### src/rtl/lif_pkg.sv
// Shared types and constants for the LIF neuron and its synapse front end.
package lif_pkg;

    localparam int unsigned LIF_WIDTH      = 8;
    localparam int unsigned DEFAULT_WEIGHT = 32;

    // Current and weight values share one unsigned type.
    typedef logic [LIF_WIDTH-1:0] lif_val_t;

    // Unsigned add that clamps at full scale instead of wrapping.
    function automatic lif_val_t sat_add(input lif_val_t a, input lif_val_t b);
        logic [LIF_WIDTH:0] sum;
        sum = {1'b0, a} + {1'b0, b};
        return sum[LIF_WIDTH] ? {LIF_WIDTH{1'b1}} : sum[LIF_WIDTH-1:0];
    endfunction

endpackage

### src/rtl/spike_edge_detect.sv
// Rising-edge detector over a vector of spike levels.
// History updates every cycle so a held level yields exactly one event.
module spike_edge_detect #(
    parameter int unsigned NUM = 4
) (
    input  logic           clk,
    input  logic           rst,
    input  logic [NUM-1:0] level,
    output logic [NUM-1:0] rise
);

    logic [NUM-1:0] prev_q;

    // Level history; cleared by reset so an already-high input counts once.
    always_ff @(posedge clk) begin
        if (rst) begin
            prev_q <= '0;
        end else begin
            prev_q <= level;
        end
    end

    assign rise = level & ~prev_q;

endmodule

### src/rtl/spike_synapse.sv
// Presynaptic front end: weighted spike events feed a decaying, saturating
// synaptic current register that drives the neuron's current input.
module spike_synapse
    import lif_pkg::*;
#(
    parameter int unsigned WIDTH          = lif_pkg::LIF_WIDTH,
    parameter int unsigned NUM_IN         = 4,
    parameter int unsigned DECAY_SHIFT    = 3,
    parameter int unsigned DECAY_PERIOD   = 16,
    parameter int unsigned DEFAULT_WEIGHT = lif_pkg::DEFAULT_WEIGHT
) (
    input  logic                      clk,
    input  logic                      rst,
    input  logic                      ena,
    input  logic [NUM_IN-1:0]         spike_in,
    input  logic                      cfg_valid,
    input  logic [$clog2(NUM_IN)-1:0] cfg_addr,
    input  logic [WIDTH-1:0]          cfg_data,
    output logic                      cfg_ready,
    output logic [WIDTH-1:0]          current,
    output logic                      sat,
    input  logic                      sat_clr
);

    localparam int unsigned AW = $clog2(NUM_IN);
    localparam int unsigned SW = WIDTH + AW;   // event sum never overflows
    localparam int unsigned NW = SW + 1;       // headroom for current + sum
    localparam int unsigned CW = $clog2(DECAY_PERIOD);

    localparam logic [CW-1:0] LAST_CNT = CW'(DECAY_PERIOD - 1);
    localparam logic [NW-1:0] MAX_N    = {{(NW-WIDTH){1'b0}}, {WIDTH{1'b1}}};
    localparam logic [AW:0]   NUM_IN_W = (AW+1)'(NUM_IN);
    localparam logic [WIDTH-1:0] DEF_W = WIDTH'(DEFAULT_WEIGHT);

    logic [WIDTH-1:0]  weight_q [NUM_IN];
    logic [WIDTH-1:0]  current_q, current_d;
    logic [CW-1:0]     decay_cnt_q;
    logic              sat_q;
    logic              rdy_q;
    logic [NUM_IN-1:0] ev;
    logic [SW-1:0]     ev_sum;
    logic [WIDTH-1:0]  decay;
    logic [NW-1:0]     n_full;
    logic              tick;
    logic              over;
    logic              wr_en;

    spike_edge_detect #(
        .NUM(NUM_IN)
    ) u_edge (
        .clk  (clk),
        .rst  (rst),
        .level(spike_in),
        .rise (ev)
    );

    // rdy_q marks that a reset has been seen; ready is low while rst is held.
    assign cfg_ready = rdy_q & ~rst;
    assign wr_en     = cfg_valid & cfg_ready & ({1'b0, cfg_addr} < NUM_IN_W);

    // Ready tracking: set by the first reset, never cleared.
    always_ff @(posedge clk) begin
        rdy_q <= rdy_q | rst;
    end

    // Weight registers; writes land after this cycle's event sum is taken.
    always_ff @(posedge clk) begin
        if (rst) begin
            for (int i = 0; i < NUM_IN; i++) begin
                weight_q[i] <= DEF_W;
            end
        end else if (wr_en) begin
            weight_q[cfg_addr] <= cfg_data;
        end
    end

    // Sum of weights for every channel with an event this cycle.
    always_comb begin
        ev_sum = '0;
        for (int i = 0; i < NUM_IN; i++) begin
            if (ev[i]) begin
                ev_sum = ev_sum + SW'(weight_q[i]);
            end
        end
    end

    // Decay first, then add events, then clamp to full scale.
    always_comb begin
        tick      = (decay_cnt_q == LAST_CNT);
        decay     = tick ? (current_q >> DECAY_SHIFT) : '0;
        n_full    = NW'(current_q - decay) + NW'(ev_sum);
        over      = (n_full > MAX_N);
        current_d = over ? {WIDTH{1'b1}} : n_full[WIDTH-1:0];
    end

    // Current, decay timer and sticky saturation; all frozen while ena is low.
    always_ff @(posedge clk) begin
        if (rst) begin
            current_q   <= '0;
            decay_cnt_q <= '0;
            sat_q       <= 1'b0;
        end else if (ena) begin
            current_q   <= current_d;
            decay_cnt_q <= tick ? '0 : decay_cnt_q + CW'(1);
            if (over) begin
                sat_q <= 1'b1;
            end else if (sat_clr) begin
                sat_q <= 1'b0;
            end
        end
    end

    assign current = current_q;
    assign sat     = sat_q;

endmodule

### config.mk
export PLATFORM = sky130hd
export DESIGN_NAME = spike_synapse
export DESIGN_NICKNAME = d
export VERILOG_FILES = /design/src/rtl/lif_pkg.sv /design/src/rtl/spike_edge_detect.sv /design/src/rtl/spike_synapse.sv
export SDC_FILE = /design/constraint.sdc
export NUM_CORES = 1
export LEC_CHECK = 0
export CAP_MARGIN = 5
export CORE_ASPECT_RATIO = 2
export CORE_UTILIZATION = 60
export DETAILED_ROUTE_END_ITERATION = 10
export GPL_ROUTABILITY_DRIVEN = 0
export PLACE_DENSITY = 0.81
export SLEW_MARGIN = 20
export SYNTH_ARGS = -nofsm -noshare
export SYNTH_HDL_FRONTEND = slang
export SYNTH_SLANG_ARGS = --single-unit
export TNS_END_PERCENT = 1
### constraint.sdc
create_clock -name clk -period 9.8 [get_ports clk]
set_clock_uncertainty 0.1 [all_clocks]
set_input_delay 1.96 -clock clk [delete_from_list [all_inputs] [get_ports clk]]
set_output_delay 1.96 -clock clk [all_outputs]
set_load 0.005 [all_outputs]
## Word level (Yosys, flattened, before mapping)

Memory sizes are Yosys's and may differ from the RTL's.
Cells that the tools add are included.

| storage, ports and cells | value |
|---|---|
| memory bits (writable) | 32 |
| word-level logic and storage cells | 40 |
| memories | 1 |
| register bits after elaboration | 18 |
| input port bits | 19 |
| output and inout port bits | 10 |

| operators by class | value |
|---|---|
| reduce and logical (&&, ||, !) cells | 3 |
| add/sub/neg operators | 6 |
| $lt $le $gt $ge | 1 |
| mux-type cells | 17 |
| bitwise operators | 6 |
| equality and inequality tests | 1 |

Memories:

| memory | words | bits a word | rd ports | clocked after Yosys merged registers in | write ports | RTL line | source |
|---|---|---|---|---|---|---|---|
| weight_q | 4 | 8 | 4 | 0 | 4 | spike_synapse.sv:35 | `logic [WIDTH-1:0] weight_q [NUM_IN];` |

Operators by type and width:

| operator | count |
|---|---|
| $add A10 B8 Y10 | 3 |
| $mux W10 | 3 |
| $mux W8 | 3 |
| $add A11 B10 Y11 | 1 |
| $gt A11 B8 Y1 const B | 1 |
| $sub A8 B5 Y9 | 1 |
| $mux W1 | 8 |
| $reduce_or A8 Y1 | 1 |
| $mux W5 | 1 |
| $add A4 B1 Y4 const B | 1 |
| $and A4 B4 Y4 | 1 |
| $eq A4 B4 Y1 const B | 1 |
| $mux W4 | 1 |
| $not A4 Y4 | 1 |
| $and A1 B1 Y1 | 2 |
| $mux W2 | 1 |
| $reduce_and A2 Y1 | 1 |
| $reduce_bool A2 Y1 | 1 |
| $not A1 Y1 | 1 |
| $or A1 B1 Y1 | 1 |

## Depth between registers and ports, before layout

Gate-level depths: netlist of run 1.

| logic depth | value |
|---|---|
| depth in word-level cells | 13 |
| mapped depth | 33 |
| gate-level depth less buffers | 32 |

## Hierarchy

Synthesis of run 1 repeated with hierarchy kept, for this count alone.

| unflattened totals | value |
|---|---|
| cell total of the unflattened synthesis | 446 |
| area, all modules | 4078.9 µm² |

Modules (own cells, without submodules):

| module | sequential area each (µm²) | area an instance (µm²) | cells each | times used |
|---|---|---|---|---|
| spike_synapse | 1241.2 | 3938.8 | 434 | 1 |
| spike_edge_detect | 80.1 | 140.1 | 12 | 1 |

## Least setup slack after synthesis of run 1

Ideal clock, no wire load.

| timing | value |
|---|---|
| kind | input to register |
| from | in spike_in[0] |
| to | reg current_q[2], in the netlist current[2] |
| data required time | 9555 ps |
| library setup time | 145 ps |
| buffers on the path | 1 |
| cell stages on the path | 30 |
| path slack | 2341 ps |
| arrival time | 7214 ps |
| cells stage by stage | nor2b_1 clkbuf_1 nand2_1 inv_1 ha_1 inv_1 fa_1 xor2_1 o21ai_0 ha_1 nor2b_1 o31ai_1 nand2_1 a211oi_1 o21ai_0 o21a_2 ha_1 o21ai_0 a21oi_1 nor2_1 xnor2_1 o22ai_1 a31oi_1 ha_1 and3_4 a2111oi_2 a21oi_1 xor2_1 a311oi_4 a311oi_1 |

| on the way | value |
|---|---|
| cells in the longest elaborated chain, start to end | 11 |

RTL lines:

| what | RTL line | source |
|---|---|---|
| start: declaration | spike_synapse.sv:15 | `input logic [NUM_IN-1:0] spike_in,` |
| $and A4 B4 Y4 * | spike_edge_detect.sv:23 | `assign rise = level & ~prev_q;` |
| $mux W8 * | spike_synapse.sv:81 | `if (ev[i]) begin` |
| $add A10 B8 Y10 | spike_synapse.sv:82 | `ev_sum = ev_sum + SW'(weight_q[i]);` |
| $mux W10 * | spike_synapse.sv:81 |  |
| $add A10 B8 Y10 | spike_synapse.sv:82 |  |
| $mux W10 * | spike_synapse.sv:81 |  |
| $add A10 B8 Y10 | spike_synapse.sv:82 |  |
| $mux W10 * | spike_synapse.sv:81 |  |
| $add A11 B10 Y11 * | spike_synapse.sv:91 | `n_full = NW'(current_q - decay) + NW'(ev_sum);` |
| $gt A11 B8 Y1 | spike_synapse.sv:92 | `over = (n_full > MAX_N);` |
| $mux W8 * | spike_synapse.sv:93 | `current_d = over ? {WIDTH{1'b1}} : n_full[WIDTH-1:0];` |
| end signal: assignment | spike_synapse.sv:103 | `current_q <= current_d;` |
| end: declaration | spike_synapse.sv:36 | `logic [WIDTH-1:0] current_q, current_d;` |

Every way passes the cells marked *; elsewhere a longest branch is shown, timed or not.
A chain may end at the register's enable or synchronous reset.

## Worst setup path after layout of run 1

| timing | value |
|---|---|
| from | in spike_in[0] |
| to | reg current_q[7], in the netlist current[7] |

The elaborated chain is that of the path after synthesis.

==> results of run 1 <==
[logic make-up after synthesis]
group	synth area share, %
xor+xnor	5.30
buf+inv	3.72
fa+ha+maj	15.1
compound gates	20.7
flops	33.3
simple gates	19.5
mux	2.40
[path summary, 6_finish.rpt]
check | from | to | slack [ns]
setup reg to reg | u_edge.prev_q[0] | current[7] | 2.84
hold reg to reg | rdy_q | rdy_q | 0.34
hold / removal | rdy_q | rdy_q | 0.34
setup / recovery | spike_in[0] | current[7] | 0.96
[flip-flops by register name, indices dropped and copies added (netlist names)]
register,flops
decay_cnt_q,4
rdy_q,1
current,8
sat,1
weight_q,32
u_edge.prev_q,4
[critical path, delay by kind of cell]
kind                     cells  cell delay [ns]
AO/OA/AOI/OAI               14             3.11
adder cells (fa/ha/maj)      5             1.70
AND/OR/NAND/NOR              6             1.02
buffers and inverters        3             0.61
XOR/XNOR                     3             0.47
[power by group through the flow]
stage | sequential [mW] | clock, mW | combinational, mW
5_1_grt | 0.276 | 0.178 | 0.591
2_1_floorplan | 0.272 | 0 | 0.401
3_3_place_gp | 0.277 | 0 | 0.513
4_1_cts | 0.273 | 0.171 | 0.537
3_5_place_dp | 0.277 | 0 | 0.530
6_report | 0.273 | 0.169 | 0.539
[metal layers]
layer  part of all wire [%]  up-vias  global-route usage, %
li1                       -     1598                      -
met1                     36     1524                   27.7
met2                     57       64                   56.3
met3                    2.6       24                   3.74
met4                    4.8        0                   14.1
met5                      0        -                      0
[area by class of cell]
class	count	area, um^2	share of cell area (%)
Clock inverter	2	13.8	0.310
Inverter	26	97.6	2.19
Sequential cell	50	1320	29.7
Tap cell	86	108	2.42
Multi-Input combinational cell	345	2500	56.2
Clock buffer	6	129	2.90
Timing Repair Buffer	28	280	6.30
[layout by cell type (no fill, tap or decap), types with 6 or more instances in the layout]
cell type	n
clkdlybuf4s50_1	28
xnor2_1	11
o21ai_0	25
nand2b_1	7
a21o_1	12
ha_1	40
o21a_1	10
edfxtp_1	32
nor2b_1	12
xor2_1	13
or3_1	6
a21oi_1	23
nor2_1	40
and2_1	29
and3_1	10
a311oi_1	9
nand2_1	31
dfxtp_1	18
inv_1	26
[per-stage QoR]
| stage | power (mW) | hold slack [ns] |
|---|---|---|
| global placement | 0.789 | 0.318 |
| floorplan | 0.673 | 0.309 |
| global route | 1.05 | 0.374 |
| finish | 0.981 | 0.343 |
| detailed placement | 0.807 | 0.328 |
| CTS | 0.981 | 0.344 |
[synthesized netlist by cell type, drive strengths merged, types with 2 or more instances]
cell    count  area share (%)
ha         40              13
nor2       40             3.8
edfxtp     32              24
nand2      31             2.9
and2       29             4.6
o21ai      27             3.4
inv        26             2.5
a21oi      24             3.1
dfxtp      18             9.1
a21o       13             2.5
nor2b      13             2.2
xor2       13             2.9
and3       11             1.9
o21a       11             2.1
xnor2      11             2.4
a311oi     10             2.7
clkbuf      9            0.85
nand2b      7             1.1
o31ai       6             1.3
or3         6            0.95
a211oi      5            0.95
fa          5             2.5
mux2i       5             1.3
mux2        4             1.1
or2         4            0.63
a31oi       3            0.47
nor3b       3            0.57
a211o       2            0.44
a21boi      2            0.38
a31o        2            0.44
buf         2            0.19
nand3       2            0.25
nor3        2            0.38
o22ai       2            0.32
o31a        2            0.44
==> metrics, run 1 <==
status finished, final reports clean; worst setup margin ~0.96 ns; Mapped Nets 497; DP HPWL 7.29 mm; WL final 9.14 mm; Hold Path Stages 1; die footprint 6960 um^2; max-cap viol count 0; Resize count post-CTS 0; clock share of power 17.2%; min-delay worst type reg2reg; final setup violation count 0; Crit Path Max Fanout 10; Syn Area/Cell 9.16 um^2; Net Sw Frac 39.8%; Max-slew headroom 36.3%; Avg Vias per Cell approximately 5.9; register area share after synthesis roughly a third; Tightest Pin Transition 0.953 ns; IO Count 29; Internal about 0.59 mW; Non-Filler Instances ~540; # DRC 0; Yosys cell types 56; Rows 41; Filler cells 536; Post-DP Area ~4300 um^2; total clock sinks 50; largest net degree at the start of global routing 25; Setup WS pre-CTS between 0.7 and 0.8 ns; Cells after DPL between 500 and 600; clock buffer depth 2; post-route minimum period 8.84 ns; antenna violations before repair 0; Root Driver clkbuf_16; Period Utilization, post-route 90.2%; DR pass1 iterations 4; sequential share of power 27.8%; Critical Path Max Stage Delay 0.50 ns; P_leak 1.87 nW; Final Net Count 520; chip width 59.5 um; Yosys warnings 0; clock-pin slew on the worst setup and hold paths 0.06 ns; # port buffers 28; Finished Core Util between 60% and 70%; fmax 0.113 GHz; Initial Util slightly above 60%; Die Y around 120 um; grt total ovfl 0; Post-DRT Antenna Nets 0; worst setup path category in2reg; DR vias 3210; GRT Overall Usage about 29%; global-route wire length before repair 14.7 mm; crit start category input pin; Peak VDD IR ~270 uV; Post-Synthesis Cell Area roughly 4000 um^2; most frequent CP cell ha_1; reg2reg path depth 30; unrepaired setup endpoints after global routing false; CTS hold repair buffers 0; H-tree Lvls 2; post-CTS setup buffer count 0; CP required slightly below 10 ns; vias in the first global route 3185; Ant. Diodes 0; DR WL/cell 16.8 um; Design Area, Final 4450 um^2; drt initial violations roughly 140; NetSw about 0.39 mW; power share of the combinational group 55.0%; Area growth syn-to-layout 12.1%; Core ar. 6360 um^2; setup TNS 0 ns; Yosys reg bits 50; critical path capture point type flip-flop; final slew viol count 0; CP arrival 8.86 ns; Final Hold Fails 0; Synth Flop Type edfxtp_1; EDFF count, synth 32; Async S/R FF share, synth 0%; PwrDens 221 nW/um^2; Max stage delay cell, worst path a311oi_4; CTS buffer count 5; Clock Latency Late Sink 0.28 ns; Cells after Synth 433; CTS tree built; layout cells sized above 1 5.69%
Power figures use the tool's default switching activity.
==> run 2, diff against run 1 <==
--- a/config.mk
+++ b/config.mk
@@ -10,8 +10,9 @@
 export CORE_UTILIZATION = 60
 export DETAILED_ROUTE_END_ITERATION = 10
 export GPL_ROUTABILITY_DRIVEN = 0
+export GPL_TIMING_DRIVEN = 0
 export PLACE_DENSITY = 0.81
-export SLEW_MARGIN = 20
+export SLEW_MARGIN = 5
 export SYNTH_ARGS = -nofsm -noshare
 export SYNTH_HDL_FRONTEND = slang
 export SYNTH_SLANG_ARGS = --single-unit
==> metrics, run 2 (same netlist as run 1, synthesis figures left out) <==
status finished, final reports clean; CTS hold repair buffers 0 (unchanged); PnR Total Power 0.989 mW (+0.86%); DR WL/cell 16.3 um (-3.2%); commonest non-fill, non-tap cells in the layout nor2_1 (40), ha_1 (40), edfxtp_1 (32); NetSw 0.398 mW (+2.0%); Tightest Pin Transition 0.763 ns (-0.190 ns); die footprint 6960 um^2 (unchanged); clock-pin slew on the worst setup and hold paths 0.07 ns (about the same); Core ar. 6360 um^2 (unchanged); # DRC 0 (unchanged); PwrDens 220 nW/um^2 (-0.26%); chip width 59.5 um (unchanged); drt initial violations 139 (+3.0%); worst setup margin 1.00 ns (+0.0377 ns); Peak VDD IR 220 uV (-18%); DP HPWL 7.31 mm (+0.21%); critical path capture point type flip-flop; WL final 9.03 mm (-1.1%); worst setup path category in2reg; min-delay worst type reg2reg; Critical Path Max Stage Delay 0.57 ns (+0.07 ns); final setup violation count 0 (unchanged); CTS tree built; CP arrival 8.85 ns (about the same); IO Count 29 (unchanged); Max-slew headroom 49.0% (+13 points); Clock Latency Late Sink 0.29 ns (about the same); register area 1320 um^2 (unchanged); fmax 0.114 GHz (+0.43%); setup TNS 0 ns (unchanged); max-cap viol count 0 (unchanged); Period Utilization, post-route 89.8% (-0.38 points); antenna violations before repair 0 (unchanged); final slew viol count 0 (unchanged); Crit Path Max Fanout 10 (unchanged); Max stage delay cell, worst path a311oi_4; DR pass1 iterations 4 (unchanged); Resize count post-CTS 0 (unchanged); Setup WS pre-CTS 0.745 ns (-0.0158 ns); Post-DRT Antenna Nets 0 (unchanged); Net Sw Frac 40.2% (+0.44 points); GRT Overall Usage 28.6% (about the same); Rows 41 (unchanged); Largest register FFs 32 (unchanged); Internal 0.591 mW (+0.13%); Biggest register weight_q; area taken by multi-input logic gates 2500 um^2 (unchanged); clock buffer depth 2 (unchanged); Avg Vias per Cell 5.86 (-0.85%); sequential share of power 27.6% (-0.2 points); CP required 9.85 ns (+0.03 ns); post-route minimum period 8.80 ns (-0.0377 ns); Initial Util 62.4% (unchanged); global-route wire length before repair 14.6 mm (-1.0%); Ant. Diodes 0 (unchanged); power share of the combinational group 55.0% (about the same); clock share of power 17.4% (+0.2 points); # port buffers 28 (unchanged); Final Net Count 532 (+2.3%); Filler cells 532 (-0.75%); vias in the first global route 3278 (+2.9%); H-tree Lvls 2 (unchanged); unrepaired setup endpoints after global routing false; crit start category input pin; DR vias 3253 (+1.3%); Area growth syn-to-layout 13.4%; grt total ovfl 0 (unchanged); P_leak 1.89 nW (+1.0%); layout cells sized above 1 5.54% (-0.15 points); total clock sinks 50 (unchanged); Finished Core Util 70.7% (+0.79 points); Die Y 117 um (unchanged); Root Driver clkbuf_16; largest net degree at the start of global routing 17 (-32%); post-CTS setup buffer count 0 (unchanged); Final Hold Fails 0 (unchanged); CTS buffer count 5 (unchanged); most frequent CP cell ha_1
## run 2: cell types whose count changed in the layout (fill, tap and decap cells not counted)
cell,delta
clkbuf_1,+9
dlygate4sd1_1,+1
buf_1,+2
## run 2: per-layer routing
layer	part of all wire, %	global-route usage, %
met1	34	26.3
met2	58	56.5
met3	2.3	3.63
met4	5.3	16.9
met5	0	0
## run 2: worst paths after layout
check / startpoint / to / slack [ns] / depth (start not counted)
max: spike_in[0] / current[6] / 1.00 / 32
min: rdy_q / rdy_q / 0.34 / 1
max reg2reg: u_edge.prev_q[0] / current[6] / 2.87 / 31
min reg2reg: rdy_q / rdy_q / 0.34 / 1
## run 2: metrics by stage
step	std cells	cell area, um^2	hold WS (ns)
3_3_place_gp	547	4350	0.319
3_5_place_dp	547	4350	0.324
2_1_floorplan	433	3970	0.309
5_1_grt	555	4500	0.371
4_1_cts	555	4500	0.341
6_report	555	4500	0.337
## run 2: cell type report
cell class | count | share of cell area, %
clock buffers | 6 | 2.87
multi-input cells | 345 | 55.5
repair buffers | 28 | 6.23
plain buffers | 12 | 1.11
inverters | 26 | 2.17
clock inverters | 2 | 0.306
well taps | 86 | 2.39
flip-flops and latches | 50 | 29.4
## run 2: worst max-delay path, delay by kind of cell
family / cells / cell delay (ns)
compound gates: 14 / 3.17
xor+xnor: 3 / 0.49
fa+ha+maj: 5 / 1.58
buf+inv: 4 / 0.89
simple gates: 6 / 0.73
## run 2: power by group through the flow
stage	Sequential (mW)	Clock [mW]	Combinational [mW]
floorplan	0.272	0	0.401
global placement	0.276	0	0.517
detailed placement	0.277	0	0.532
CTS	0.273	0.171	0.541
global route	0.276	0.180	0.593
finish	0.273	0.173	0.544
==> run 3, diff against run 2 <==
==> constraint.sdc (replaced) <==
create_clock -name clk -period 11.2 [get_ports clk]
set_clock_uncertainty 0.1 [all_clocks]
set_input_delay 2.24 -clock clk [delete_from_list [all_inputs] [get_ports clk]]
set_output_delay 2.24 -clock clk [all_outputs]
set_load 0.005 [all_outputs]
==> results of run 3 <==
Same layout as run 2 (identical final DEF). Status: finished, final reports clean.
Main changes from that run: setup slack after placement 0.745 ns -> 1.86 ns; setup slack after layout 1.00 ns -> 2.12 ns; register-to-register setup slack 2.87 ns -> 4.27 ns; total power 0.989 mW -> 0.866 mW; worst IR drop on VDD 220 uV -> 193 uV
